--- src/rtl/fetch_unit.sv ---
// Sequential instruction fetch feeding a small {instruction, pc} buffer.
// Optional flush/restart port pair enabled by `define FETCH_REDIRECT_EN.
module fetch_unit #(
    parameter int          DEPTH    = 2,
    parameter logic [15:0] RESET_PC = 16'h0000
) (
    input  logic        clock,
    input  logic        resetn,
    output logic        imem_req,
    output logic [15:0] imem_addr,
    input  logic        imem_ack,
    input  logic [15:0] imem_rdata,
    output logic        ir_valid,
    output logic [15:0] ir,
    output logic [15:0] ir_pc,
    input  logic        ir_ready
`ifdef FETCH_REDIRECT_EN
    ,
    input  logic        redirect,
    input  logic [15:0] redirect_pc
`endif
);
    localparam int PW = $clog2(DEPTH);
    localparam int CW = $clog2(DEPTH + 1);
    localparam logic [CW-1:0] FULL = CW'(DEPTH);

    typedef enum logic [1:0] {
        S_IDLE,
        S_WAIT
`ifdef FETCH_REDIRECT_EN
        ,
        S_DRAIN
`endif
    } state_t;

    state_t         state_q, state_d;
    logic [15:0]    fpc_q, fpc_d;
    logic [PW-1:0]  head_q, head_d;
    logic [PW-1:0]  tail_q, tail_d;
    logic [CW-1:0]  count_q, count_d;
    logic [15:0]    ins_q [DEPTH];
    logic [15:0]    pcs_q [DEPTH];
    logic [DEPTH-1:0] wr_en;
    logic           push;
    logic           pop;
    logic           flush;
`ifdef FETCH_REDIRECT_EN
    logic [15:0]    drain_addr_q, drain_addr_d;
`endif

    for (genvar gi = 0; gi < DEPTH; gi++) begin : g_wr_en
        assign wr_en[gi] = push && (tail_q == PW'(gi));
    end

    always_comb begin
        pop       = (count_q != '0) && ir_ready;
        push      = 1'b0;
        flush     = 1'b0;
        state_d   = state_q;
        fpc_d     = fpc_q;
        imem_req  = 1'b0;
        imem_addr = fpc_q;
`ifdef FETCH_REDIRECT_EN
        drain_addr_d = drain_addr_q;
`endif
        case (state_q)
            S_IDLE: begin
                // resetn gate keeps the request low while reset is held
                if (resetn && (pop || (count_q < FULL))) begin
                    imem_req = 1'b1;
                    state_d  = S_WAIT;
                end
            end
            S_WAIT: begin
                imem_req = 1'b1;
                if (imem_ack) begin
                    push    = 1'b1;
                    fpc_d   = fpc_q + 16'd2;
                    state_d = S_IDLE;
                end
            end
`ifdef FETCH_REDIRECT_EN
            S_DRAIN: begin
                imem_req  = 1'b1;
                imem_addr = drain_addr_q;
                if (imem_ack) begin
                    state_d = S_IDLE;
                end
            end
`endif
            default: state_d = S_IDLE;
        endcase
`ifdef FETCH_REDIRECT_EN
        if (redirect) begin
            flush = 1'b1;
            push  = 1'b0;
            fpc_d = redirect_pc & 16'hFFFE;
            case (state_q)
                S_IDLE: begin
                    imem_req = 1'b0;
                    state_d  = S_IDLE;
                end
                S_WAIT: begin
                    // the in-flight word must still be drained at its own address
                    if (imem_ack) begin
                        state_d = S_IDLE;
                    end else begin
                        state_d      = S_DRAIN;
                        drain_addr_d = fpc_q;
                    end
                end
                default: ;
            endcase
        end
`endif
    end

    always_comb begin
        head_d  = pop  ? head_q + PW'(1) : head_q;
        tail_d  = push ? tail_q + PW'(1) : tail_q;
        count_d = count_q;
        if (push && !pop) begin
            count_d = count_q + CW'(1);
        end else if (pop && !push) begin
            count_d = count_q - CW'(1);
        end
        if (flush) begin
            head_d  = '0;
            tail_d  = '0;
            count_d = '0;
        end
    end

    always_ff @(posedge clock or negedge resetn) begin
        if (!resetn) begin
            state_q <= S_IDLE;
            fpc_q   <= RESET_PC;
            head_q  <= '0;
            tail_q  <= '0;
            count_q <= '0;
`ifdef FETCH_REDIRECT_EN
            drain_addr_q <= '0;
`endif
        end else begin
            state_q <= state_d;
            fpc_q   <= fpc_d;
            head_q  <= head_d;
            tail_q  <= tail_d;
            count_q <= count_d;
`ifdef FETCH_REDIRECT_EN
            drain_addr_q <= drain_addr_d;
`endif
        end
    end

    always_ff @(posedge clock or negedge resetn) begin
        if (!resetn) begin
            for (int i = 0; i < DEPTH; i++) begin
                ins_q[i] <= '0;
                pcs_q[i] <= '0;
            end
        end else begin
            for (int i = 0; i < DEPTH; i++) begin
                if (wr_en[i]) begin
                    ins_q[i] <= imem_rdata;
                    pcs_q[i] <= fpc_q;
                end
            end
        end
    end

    assign ir_valid = (count_q != '0);
    assign ir       = ins_q[head_q];
    assign ir_pc    = pcs_q[head_q];

endmodule
--- config.mk ---
export PLATFORM = sky130hd
export DESIGN_NAME = fetch_unit
export DESIGN_NICKNAME = d
export VERILOG_FILES = /design/src/rtl/fetch_unit.sv
export SDC_FILE = /design/constraint.sdc
export NUM_CORES = 1
export LEC_CHECK = 0
export BUFFER_PORTS_ARGS = -buffer_cell sky130_fd_sc_hd__clkbuf_2
export CAP_MARGIN = 20
export CORE_AREA = 2 2 76 96
export DETAILED_ROUTE_END_ITERATION = 6
export DIE_AREA = 0 0 78 98
export PLACE_DENSITY = 0.84
export SKIP_CTS_REPAIR_TIMING = 1
export SYNTH_ARGS = -nofsm -noshare
export SYNTH_HDL_FRONTEND = slang
export SYNTH_SLANG_ARGS = --single-unit
--- constraint.sdc ---
create_clock -name clock -period 1.88 [get_ports clock]
set_clock_uncertainty 0.15 [all_clocks]
set_input_delay 0.376 -clock clock [delete_from_list [all_inputs] [get_ports clock]]
set_output_delay 0.376 -clock clock [all_outputs]
set_load 0.1 [all_outputs]
# == Word level (Yosys, flattened, before mapping) ==
# Index checks and enable logic that the tools add are counted.
# op_classes
n_addsub,5
order_cmp,2
n_eq_ne,3
muxes,15
bitwise_logic,2
reduce_logical,14
# op_table
op,n
16-bit 2-to-1 mux,6
16-bit by 2-bit adder with 16-bit output (second input constant),1
2-bit 2-to-1 mux,4
1-bit logical AND,6
2-bit != test (second input constant),2
2-bit case mux with 2 select lines,1
2-bit AND reduction,2
2-bit nonzero test,2
1-bit 2-to-1 mux,3
1-bit adder (second input constant),2
2-bit by 1-bit adder with 2-bit output (second input constant),1
2-bit by 1-bit == test with 1-bit output (second input constant),1
2-bit >= comparator (second input constant),1
1-bit zero test,2
2-bit zero test,1
2-bit < comparator (second input constant),1
1-bit NOT with 2-bit output,1
1-bit case mux with 2 select lines,1
2-bit by 1-bit subtractor with 2-bit output (second input constant),1
1-bit logical OR,1
1-bit NOT,1
# totals
ff_bits,86
inputBits,20
out_inout_bits,50
word_cells,50

# == Depth between registers and ports, before layout ==
# Gate-level depths: netlist (run 1).
# depth
word_depth,6
mapped_depth,6
depth_no_buf,6

# == Worst setup path after synthesis (run 1) ==
# No wires, ideal clock.
# synth_timing
path_kind,register to register
start,"register fpc_q[5], in the netlist imem_addr[5]"
end,"register fpc_q[14], in the netlist imem_addr[14]"
setup_time_ns,0.159
arrival_ns,1.874
required_ns,1.571
slack_ns,-0.304
stages_incl_launch_ff,6
n_path_buf,1
synth_period_minus_slack_ns,2.184
cell_sequence,dfrtp_1 -> and3_1 -> buf_4 -> and4_4 -> nand4_1 -> xnor2_1
# synth_via
elab_chain_len,1
# synth_rtl
element,line,source
from (decl),37,"logic [15:0] fpc_q, fpc_d;"
from (signal assigned),146,fpc_q <= fpc_d;
16-bit by 2-bit adder with 16-bit output,78,fpc_d = fpc_q + 16'd2;
# Every way passes these cells.
# A chain may end at the register's enable or synchronous reset.

# == Final worst setup path (run 1) ==
# layout_timing
start,register head_q
end,output port ir[8]
# layout_via
elab_chain_len,4
# layout_rtl
element,line,source
from (decl),38,"logic [PW-1:0] head_q, head_d;"
from (signal assigned),138,head_q <= '0;
from (signal assigned),147,head_q <= head_d;
1-bit NOT with 2-bit output (not written as such),173,assign ir = ins_q[head_q];
16-bit 2-to-1 mux (not written as such) (3 in series),173,
to (decl),14,"output logic [15:0] ir,"
# Every way passes these cells. The select of a mux whose other input is x is not followed.

==> impl_metrics.sql, run 1 <==
INSERT INTO impl_metrics (metric_group, metric, value, unit) VALUES
('status', 'status', 'finished, violations left', ''),
('status', 'failed_checks', 'negative setup slack', ''),
('routing', 'met3_layer_wire_length_in_the_routed_design', '240', 'µm'),
('layout', 'drive_above_1_share', '61.9', '%'),
('floorplanning', 'rows', '34', ''),
('placed_design', 'routabilityCongestion', '0.733', ''),
('sta', 'unrepaired_setup_endpoints_after_global_routing', 'yes', ''),
('clock_network', 'numCtsBuffers', '9', ''),
('clock_network', 'clk_latency_worst_skew_pair', '0.35', 'ns'),
('floorplanning', 'die_width', '78', 'µm'),
('grt', 'globalRouteTotalUtil', '18.1', '%'),
('routing', 'detailedRoute.firstIterationViolations', '80', ''),
('sta', 'final_min_period_over_clock_period', '109', '%'),
('grt', 'grt_overflow_total', '0', ''),
('routing', 'routed_wl', '6700', 'µm'),
('routing', 'routed-via-count', '2161', ''),
('layout', 'finish.net_count', '340', ''),
('sta', 'slew-limit-headroom', '61.5', '%'),
('routing', 'dr_wl_met2', '3440', 'µm'),
('floorplanning', 'io_pins', '70', ''),
('layout', 'antenna_cells_inserted', '0', ''),
('grt', 'grt_first_pass_wirelength', '10900', 'µm'),
('sta', 'fmax', '0.489', 'GHz'),
('clock_network', 'cts_max_path_buffers', '2', ''),
('sta', 'clock_period_minus_final_worst_setup_slack', '2.04', 'ns'),
('layout', 'final.fill_count', '457', ''),
('critical_path', 'rr_startpoint', 'count_q[0]$_DFFE_PN0P_', ''),
('placed_design', 'port_buffers', '67', ''),
('sta', 'final.hold.worst_slack', '0.119', 'ns'),
('clock_network', 'clkTransAtPathRegs', '0.08', 'ns'),
('routing', 'route.detailed.drc', '0', ''),
('sta', 'timing.final.max_slew_violations', '0', ''),
('yosys', 'number_of_flip_flops_and_latches_in_the_synthesized_netlist', '82', ''),
('yosys', 'synthesis.area', '0.00357', 'mm²'),
('grt', 'number_of_antenna_violations_at_the_first_check_in_global_routing', '0', ''),
('clock_network', 'htreeDepth', '3', ''),
('floorplanning', 'dieHeight', '98', 'µm'),
('yosys', 'synth.yosys.seq_area_share', '57.5', '%'),
('critical_path', 'worstPathArrival', '1.52', 'ns'),
('floorplanning', 'initial_core_util', '52.4', '%'),
('grt', 'grt_max_degree', '83', ''),
('grt', 'vias_in_the_first_global_route', '2273', ''),
('clock_network', 'cts_tree', 'yes', ''),
('yosys', 'yosys_warnings', '0', ''),
('critical_path', 'worstSetupStartpoint', 'head_q$_DFFE_PN0P_', ''),
('sta', 'final_hold_viol_count', '0', ''),
('sta', 'setup-violations-final', '31', ''),
('critical_path', 'crit_path_start_kind', 'flip-flop', ''),
('routing', 'drt-met1-wl', '2880', 'µm'),
('clock_network', 'cts.root.buffer_cell', 'sky130_fd_sc_hd__clkbuf_8', ''),
('flow_run', 'max-cap-violations', '0', ''),
('yosys', 'netlist-cell-type-count', '25', ''),
('layout', 'fin_area', '0.00482', 'mm²'),
('layout', 'instances_no_fill', '413', ''),
('routing', 'dr.pass1.iters', '4', ''),
('yosys', 'post_synth.cell_area_avg', '14.6', 'µm²'),
('yosys', 'post_synth_inst_count', '245', ''),
('min_path', 'hold_crit_path_type', 'primary input to flip-flop', ''),
('routing', 'drt.antenna.violating_nets', '0', ''),
('sta', 'tightestPinTransition', '0.580', 'ns'),
('critical_path', 'timing.setup.critical_path_class', 'flip-flop to output pin', ''),
('routing', 'route.detailed.vias_per_inst', '5.23', ''),
('sta', 'finalWorstSetupSlack', '-0.163', 'ns'),
('routing', 'top_layer', 'met4', ''),
('floorplanning', 'die-area', '0.00764', 'mm²'),
('placed_design', 'dpl_cell_area', '0.00450', 'mm²'),
('critical_path', 'worstPathMaxFanout', '16', ''),
('layout', 'synthToLayoutAreaGrowth', '35.2', '%'),
('critical_path', 'worst_setup_path_end_kind', 'output pin', ''),
('min_path', 'hp-start', 'imem_rdata[13]', ''),
('clock_network', 'clock-sinks', '82', ''),
('floorplanning', 'core_area', '0.00681', 'mm²'),
('routing', 'post_drt_wl_per_cell', '16.2', 'µm'),
('critical_path', 'required_time_worst_endpoint', '1.35', 'ns'),
('placed_design', 'hpwlAfterDp', '4230', 'µm'),
('placed_design', 'place_inst', '393', '');
stage by stage:
step / setup slack, ns / util, % / TNS, ns
5_1_grt: -0.205 / 70.8 / -5.87
3_5_place_dp: 0.187 / 66.1 / 0
2_1_floorplan: 0.0111 / - / 0
6_report: -0.163 / 70.8 / -4.45
4_1_cts: -0.199 / 69.3 / -5.88
3_3_place_gp: 0.200 / 66.1 / 0
Yosys cell counts:
cell / n / area share (%)
sky130_fd_sc_hd__mux2_2: 90 / 28
sky130_fd_sc_hd__dfrtp_1: 82 / 58
sky130_fd_sc_hd__xnor2_1: 14 / 3.4
sky130_fd_sc_hd__nand2_1: 11 / 1.2
sky130_fd_sc_hd__buf_2: 7 / 0.98
sky130_fd_sc_hd__and3_1: 5 / 0.88
sky130_fd_sc_hd__nand3_1: 4 / 0.56
sky130_fd_sc_hd__xor2_1: 4 / 0.98
sky130_fd_sc_hd__buf_4: 3 / 0.63
sky130_fd_sc_hd__buf_6: 3 / 0.95
sky130_fd_sc_hd__mux2_1: 3 / 0.95
sky130_fd_sc_hd__nand4_1: 3 / 0.53
sky130_fd_sc_hd__clkbuf_1: 2 / 0.21
sky130_fd_sc_hd__ha_1: 2 / 0.70
sky130_fd_sc_hd__nand2b_1: 2 / 0.35
sky130_fd_sc_hd__a21o_1: 1 / 0.21
sky130_fd_sc_hd__and2_1: 1 / 0.18
sky130_fd_sc_hd__and4_1: 1 / 0.25
sky130_fd_sc_hd__and4_4: 1 / 0.32
sky130_fd_sc_hd__clkbuf_2: 1 / 0.14
sky130_fd_sc_hd__conb_1: 1 / 0.11
sky130_fd_sc_hd__inv_2: 1 / 0.11
sky130_fd_sc_hd__nand2_2: 1 / 0.18
sky130_fd_sc_hd__nor2_1: 1 / 0.11
sky130_fd_sc_hd__or2_2: 1 / 0.18
sequential cells by signal (all words and copies together) (netlist names):
register and cells:
imem_addr 15, head_q 1, state_q 1, tail_q 1
ins_q 32, pcs_q 30, count_q 2
cell usage in the layout (no fill, tap or decap), types with 2 or more instances in the layout:
| cell type | n |
|---|---|
| sky130_fd_sc_hd__nand4_1 | 3 |
| sky130_fd_sc_hd__dfrtp_2 | 12 |
| sky130_fd_sc_hd__xor2_1 | 4 |
| sky130_fd_sc_hd__buf_4 | 7 |
| sky130_fd_sc_hd__mux2_4 | 8 |
| sky130_fd_sc_hd__nand3_1 | 4 |
| sky130_fd_sc_hd__clkinv_2 | 2 |
| sky130_fd_sc_hd__nand2_1 | 11 |
| sky130_fd_sc_hd__xnor2_1 | 14 |
| sky130_fd_sc_hd__dfrtp_1 | 70 |
| sky130_fd_sc_hd__bufinv_16 | 2 |
| sky130_fd_sc_hd__clkbuf_2 | 31 |
| sky130_fd_sc_hd__and3_1 | 5 |
| sky130_fd_sc_hd__buf_12 | 35 |
| sky130_fd_sc_hd__mux2_2 | 84 |
| sky130_fd_sc_hd__conb_1 | 2 |
| sky130_fd_sc_hd__clkbuf_8 | 10 |
| sky130_fd_sc_hd__ha_1 | 2 |
area by class of cell:
cell class | count | area (µm²) | area share, %
repair buffers | 77 | 976 | 20.2
inverters | 1 | 3.75 | 0.0778
clock buffers | 11 | 141 | 2.93
multi-input cells | 147 | 1440 | 29.9
well taps | 90 | 113 | 2.34
clock inverters | 5 | 77.6 | 1.61
flip-flops and latches | 82 | 2070 | 42.9
critical path, stage by stage, from the launching register on:
cell	delay, ns
sky130_fd_sc_hd__dfrtp_2	0.42
sky130_fd_sc_hd__clkbuf_16	0.20
sky130_fd_sc_hd__mux2_2	0.37
sky130_fd_sc_hd__buf_12	0.17
cell families after synthesis:
| group | share of synthesized area (%) |
|---|---|
| other cells | 0.105 |
| compound gates | 0.211 |
| fa+ha+maj | 0.701 |
| buf+inv | 3.02 |
| xor+xnor | 4.42 |
| mux | 29.4 |
| flops | 57.5 |
| simple gates | 4.67 |
routing by layer:
layer / up-vias / GRT usage [%]
li1: 999 / -
met4: 0 / 7.56
met3: 13 / 3.88
met1: 1094 / 23.7
met2: 55 / 29.2
met5: - / 0
worst paths after layout:
kind                                             endpoint  slack [ns]  cells past startpoint
worst max-delay path                                ir[8]       -0.16                      3
max in group asynchronous       imem_addr[11]$_DFFE_PN0N_        0.62                      4
min in group asynchronous            pcs_q[1]$_DFFE_PN0P_        0.36                      3
worst min register to register      ins_q[21]$_DFFE_PN0P_        0.35                      1
worst max register to register     count_q[1]$_DFFE_PN0P_        0.24                      5
worst min-delay path                ins_q[13]$_DFFE_PN0P_        0.12                      2
Power of run 1 is left out: the tool's default activity adds up to more than one toggle a clock period on the data nets, which glitch-free logic cannot reach.
==> run 2: changes to the inputs <==
Settings changed: ABC_AREA set to 1, CORE_AREA 2 2 76 96 to 2 2 74 94, DIE_AREA 0 0 78 98 to 0 0 76 96, PLACE_DENSITY 0.84 to 0.9, SKIP_LAST_GASP set to 1.
Clock period 1.88 ns to 2.5 ns, I/O delays scaled along.
==> run 2 against run 1 <==
  * The run now ends clean
  * Final cell count up 42%
  * Worst hold slack improved by 0.12 ns
  * Via count grew 39%
  * Register-to-register slack gained 0.59 ns
  * Synthesized cell count grew 75%
  * Global-route usage increased by 5.4 points
  * Count of clock-buffer cells in the layout is the same
  * Highest routed layer unchanged
==> impl_metrics.sql, run 2 <==
INSERT INTO impl_metrics (metric_group, metric, value, unit) VALUES
('status', 'status', 'complete, no violations', ''),
('yosys', 'async_flop_share', '100', '%'),
('min_path', 'hp-start', 'imem_rdata[3]', ''),
('routing', 'dr.pass1.iters', '5', ''),
('yosys', 'synthesis.area', '0.00371', 'mm²'),
('critical_path', 'worstSetupStartpoint', 'resetn', ''),
('yosys', 'synth.largest_area_cell', 'sky130_fd_sc_hd__dfrtp_1', ''),
('critical_path', 'required_time_worst_endpoint', '1.85', 'ns'),
('sta', 'setup-violations-final', '0', ''),
('routing', 'post_drt_wl_per_cell', '13.5', 'µm'),
('floorplanning', 'io_pins', '70', ''),
('yosys', 'synth.most_common_cell', 'sky130_fd_sc_hd__nand2_1', ''),
('layout', 'layout.cells.most_common_list', 'sky130_fd_sc_hd__nand2_1, sky130_fd_sc_hd__dfrtp_1, sky130_fd_sc_hd__inv_1', ''),
('clock_network', 'cts_tree', 'yes', ''),
('yosys', 'synthTopCellsByArea', 'sky130_fd_sc_hd__dfrtp_1, sky130_fd_sc_hd__nand2_1, sky130_fd_sc_hd__o21ai_2, sky130_fd_sc_hd__o21ai_0, sky130_fd_sc_hd__inv_1', ''),
('placed_design', 'port_buffers', '67', ''),
('layout', 'synthToLayoutAreaGrowth', '29.1', '%'),
('clock_network', 'clk_latency_worst_skew_pair', '0.35', 'ns'),
('layout', 'largest_register_ff_count', '32', ''),
('grt', 'grt_max_degree', '83', ''),
('grt', 'vias_in_the_first_global_route', '2889', ''),
('grt', 'grt_first_pass_wirelength', '13300', 'µm'),
('yosys', 'synth-edff-count', '0', ''),
('critical_path', 'worstPathMaxFanout', '2', ''),
('yosys', 'yosys_warnings', '0', ''),
('yosys', 'post_synth.cell_area_avg', '8.66', 'µm²'),
('layout', 'layout_commonest_cell', 'sky130_fd_sc_hd__nand2_1', ''),
('routing', 'drt.antenna.violating_nets', '0', ''),
('critical_path', 'rr_startpoint', 'state_q[0]$_DFFE_PN0P_', ''),
('sta', 'final_hold_viol_count', '0', ''),
('layout', 'final.fill_count', '392', ''),
('layout', 'finish.net_count', '517', ''),
('floorplanning', 'initial_core_util', '57.9', '%'),
('yosys', 'post-synth-top-area-fraction', '55.3', '%'),
('layout', 'antenna_cells_inserted', '0', ''),
('flow_run', 'max-cap-violations', '0', ''),
('routing', 'routed-via-count', '2996', ''),
('sta', 'fin_tns_setup', '0', 'ns'),
('sta', 'tightestPinTransition', '0.539', 'ns'),
('sta', 'slew-limit-headroom', '64.1', '%'),
('critical_path', 'worst_setup_path_end_kind', 'output pin', ''),
('clock_network', 'htreeDepth', '3', ''),
('clock_network', 'cts.root.buffer_cell', 'sky130_fd_sc_hd__clkbuf_8', ''),
('critical_path', 'worstPathArrival', '1.59', 'ns'),
('critical_path', 'timing.setup.critical_path_class', 'primary input to output pin', ''),
('routing', 'detailedRoute.firstIterationViolations', '228', ''),
('floorplanning', 'die_width', '76', 'µm'),
('clock_network', 'cts_max_path_buffers', '2', ''),
('routing', 'route.detailed.vias_per_inst', '5.10', ''),
('yosys', 'post_synth_inst_count', '428', ''),
('clock_network', 'clkTransAtPathRegs', '0.08', 'ns'),
('grt', 'number_of_antenna_violations_at_the_first_check_in_global_routing', '0', ''),
('routing', 'routed_wl', '7920', 'µm'),
('yosys', 'netlist_top_cells_count', 'sky130_fd_sc_hd__nand2_1, sky130_fd_sc_hd__dfrtp_1, sky130_fd_sc_hd__inv_1', ''),
('yosys', 'netlist-cell-type-count', '24', ''),
('grt', 'globalRouteTotalUtil', '23.5', '%'),
('sta', 'fmax', '0.447', 'GHz'),
('sta', 'final_min_period_over_clock_period', '89.5', '%'),
('min_path', 'hold_crit_path_type', 'primary input to flip-flop', ''),
('clock_network', 'numCtsBuffers', '9', ''),
('yosys', 'number_of_flip_flops_and_latches_in_the_synthesized_netlist', '82', ''),
('yosys', 'synth.yosys.seq_area_share', '55.3', '%'),
('floorplanning', 'rows', '33', ''),
('floorplanning', 'dieHeight', '96', 'µm'),
('sta', 'clock_period_minus_final_worst_setup_slack', '2.24', 'ns'),
('sta', 'unrepaired_setup_endpoints_after_global_routing', 'no', ''),
('placed_design', 'routabilityCongestion', '0.809', ''),
('sta', 'timing.final.max_slew_violations', '0', ''),
('floorplanning', 'core_area', '0.00640', 'mm²'),
('placed_design', 'hpwlAfterDp', '5470', 'µm'),
('routing', 'route.detailed.drc', '0', ''),
('clock_network', 'clock-sinks', '82', ''),
('layout', 'drive_above_1_share', '23.8', '%'),
('grt', 'grt_overflow_total', '0', ''),
('layout', 'regMostFlops', 'ins_q', ''),
('floorplanning', 'die-area', '0.00730', 'mm²'),
('critical_path', 'crit_path_start_kind', 'primary input', ''),
('yosys', 'ys.flop_type', 'sky130_fd_sc_hd__dfrtp_1', '');
[run 2: cells by family (layout without fill, tap and decap cells)]
group / after synthesis / after routing / share of synthesized area [%]
simple gates: 199 / 199 / 20.9
flops: 82 / 82 / 55.3
compound gates: 69 / 69 / 11.7
buf+inv: 61 / 132 / 7.90
xor+xnor: 14 / 14 / 3.31
fa+ha+maj: 2 / 2 / 0.675
other cells: 1 / 2 / 0.101
[run 2: worst max-delay path: stages]
cell                            delay [ns]
sky130_fd_sc_hd__dlygate4sd3_1        0.54
sky130_fd_sc_hd__buf_4                0.14
sky130_fd_sc_hd__o21ai_0              0.10
sky130_fd_sc_hd__nand2_1              0.13
sky130_fd_sc_hd__buf_12               0.19
[run 2: metrics by stage]
| step | hold slack [ns] | setup slack [ns] | utilization, % | std cells | area (µm²) |
|---|---|---|---|---|---|
| floorplan | 0.0544 | 0.271 | - | 429 | 3710 |
| global placement | 0.313 | 0.678 | 71.3 | 569 | 4560 |
| detailed placement | 0.315 | 0.622 | 71.3 | 569 | 4560 |
| CTS | 0.232 | 0.354 | 74.2 | 585 | 4750 |
| global route | 0.224 | 0.182 | 74.8 | 587 | 4780 |
| finish | 0.234 | 0.263 | 74.8 | 587 | 4780 |
[run 2: cell type report]
type                       count  area [µm²]  share of cell area (%)
clock buffer                  11         131                    2.75
clock inverter                 5        55.1                    1.15
inverter                      40         150                    3.14
multi-input combinational    286        1370                    28.6
sequential                    82        2050                    42.9
tap                           87         109                    2.28
timing repair buffer          76         921                    19.2
[run 2: worst paths after layout]
kind,to,slack (ns),cells after the start
max in group asynchronous,ins_q[22]$_DFFE_PN0P_,1.20,4
worst min register to register,count_q[0]$_DFFE_PN0P_,0.33,1
worst max-delay path,imem_req,0.26,5
worst min-delay path,ins_q[19]$_DFFE_PN0P_,0.23,3
min in group asynchronous,imem_addr[2]$_DFFE_PN0N_,0.44,3
worst max register to register,pcs_q[25]$_DFFE_PN0P_,0.83,5
[run 2: metal layers]
metal	vias to the layer above	share of wire (%)	GRT usage, %
li1	1451	-	-
met1	1435	40	28.8
met2	93	53	40.2
met3	17	4.2	5.63
met4	0	2.4	10.5
met5	-	0	0
Power of run 2 is left out for the same reason.
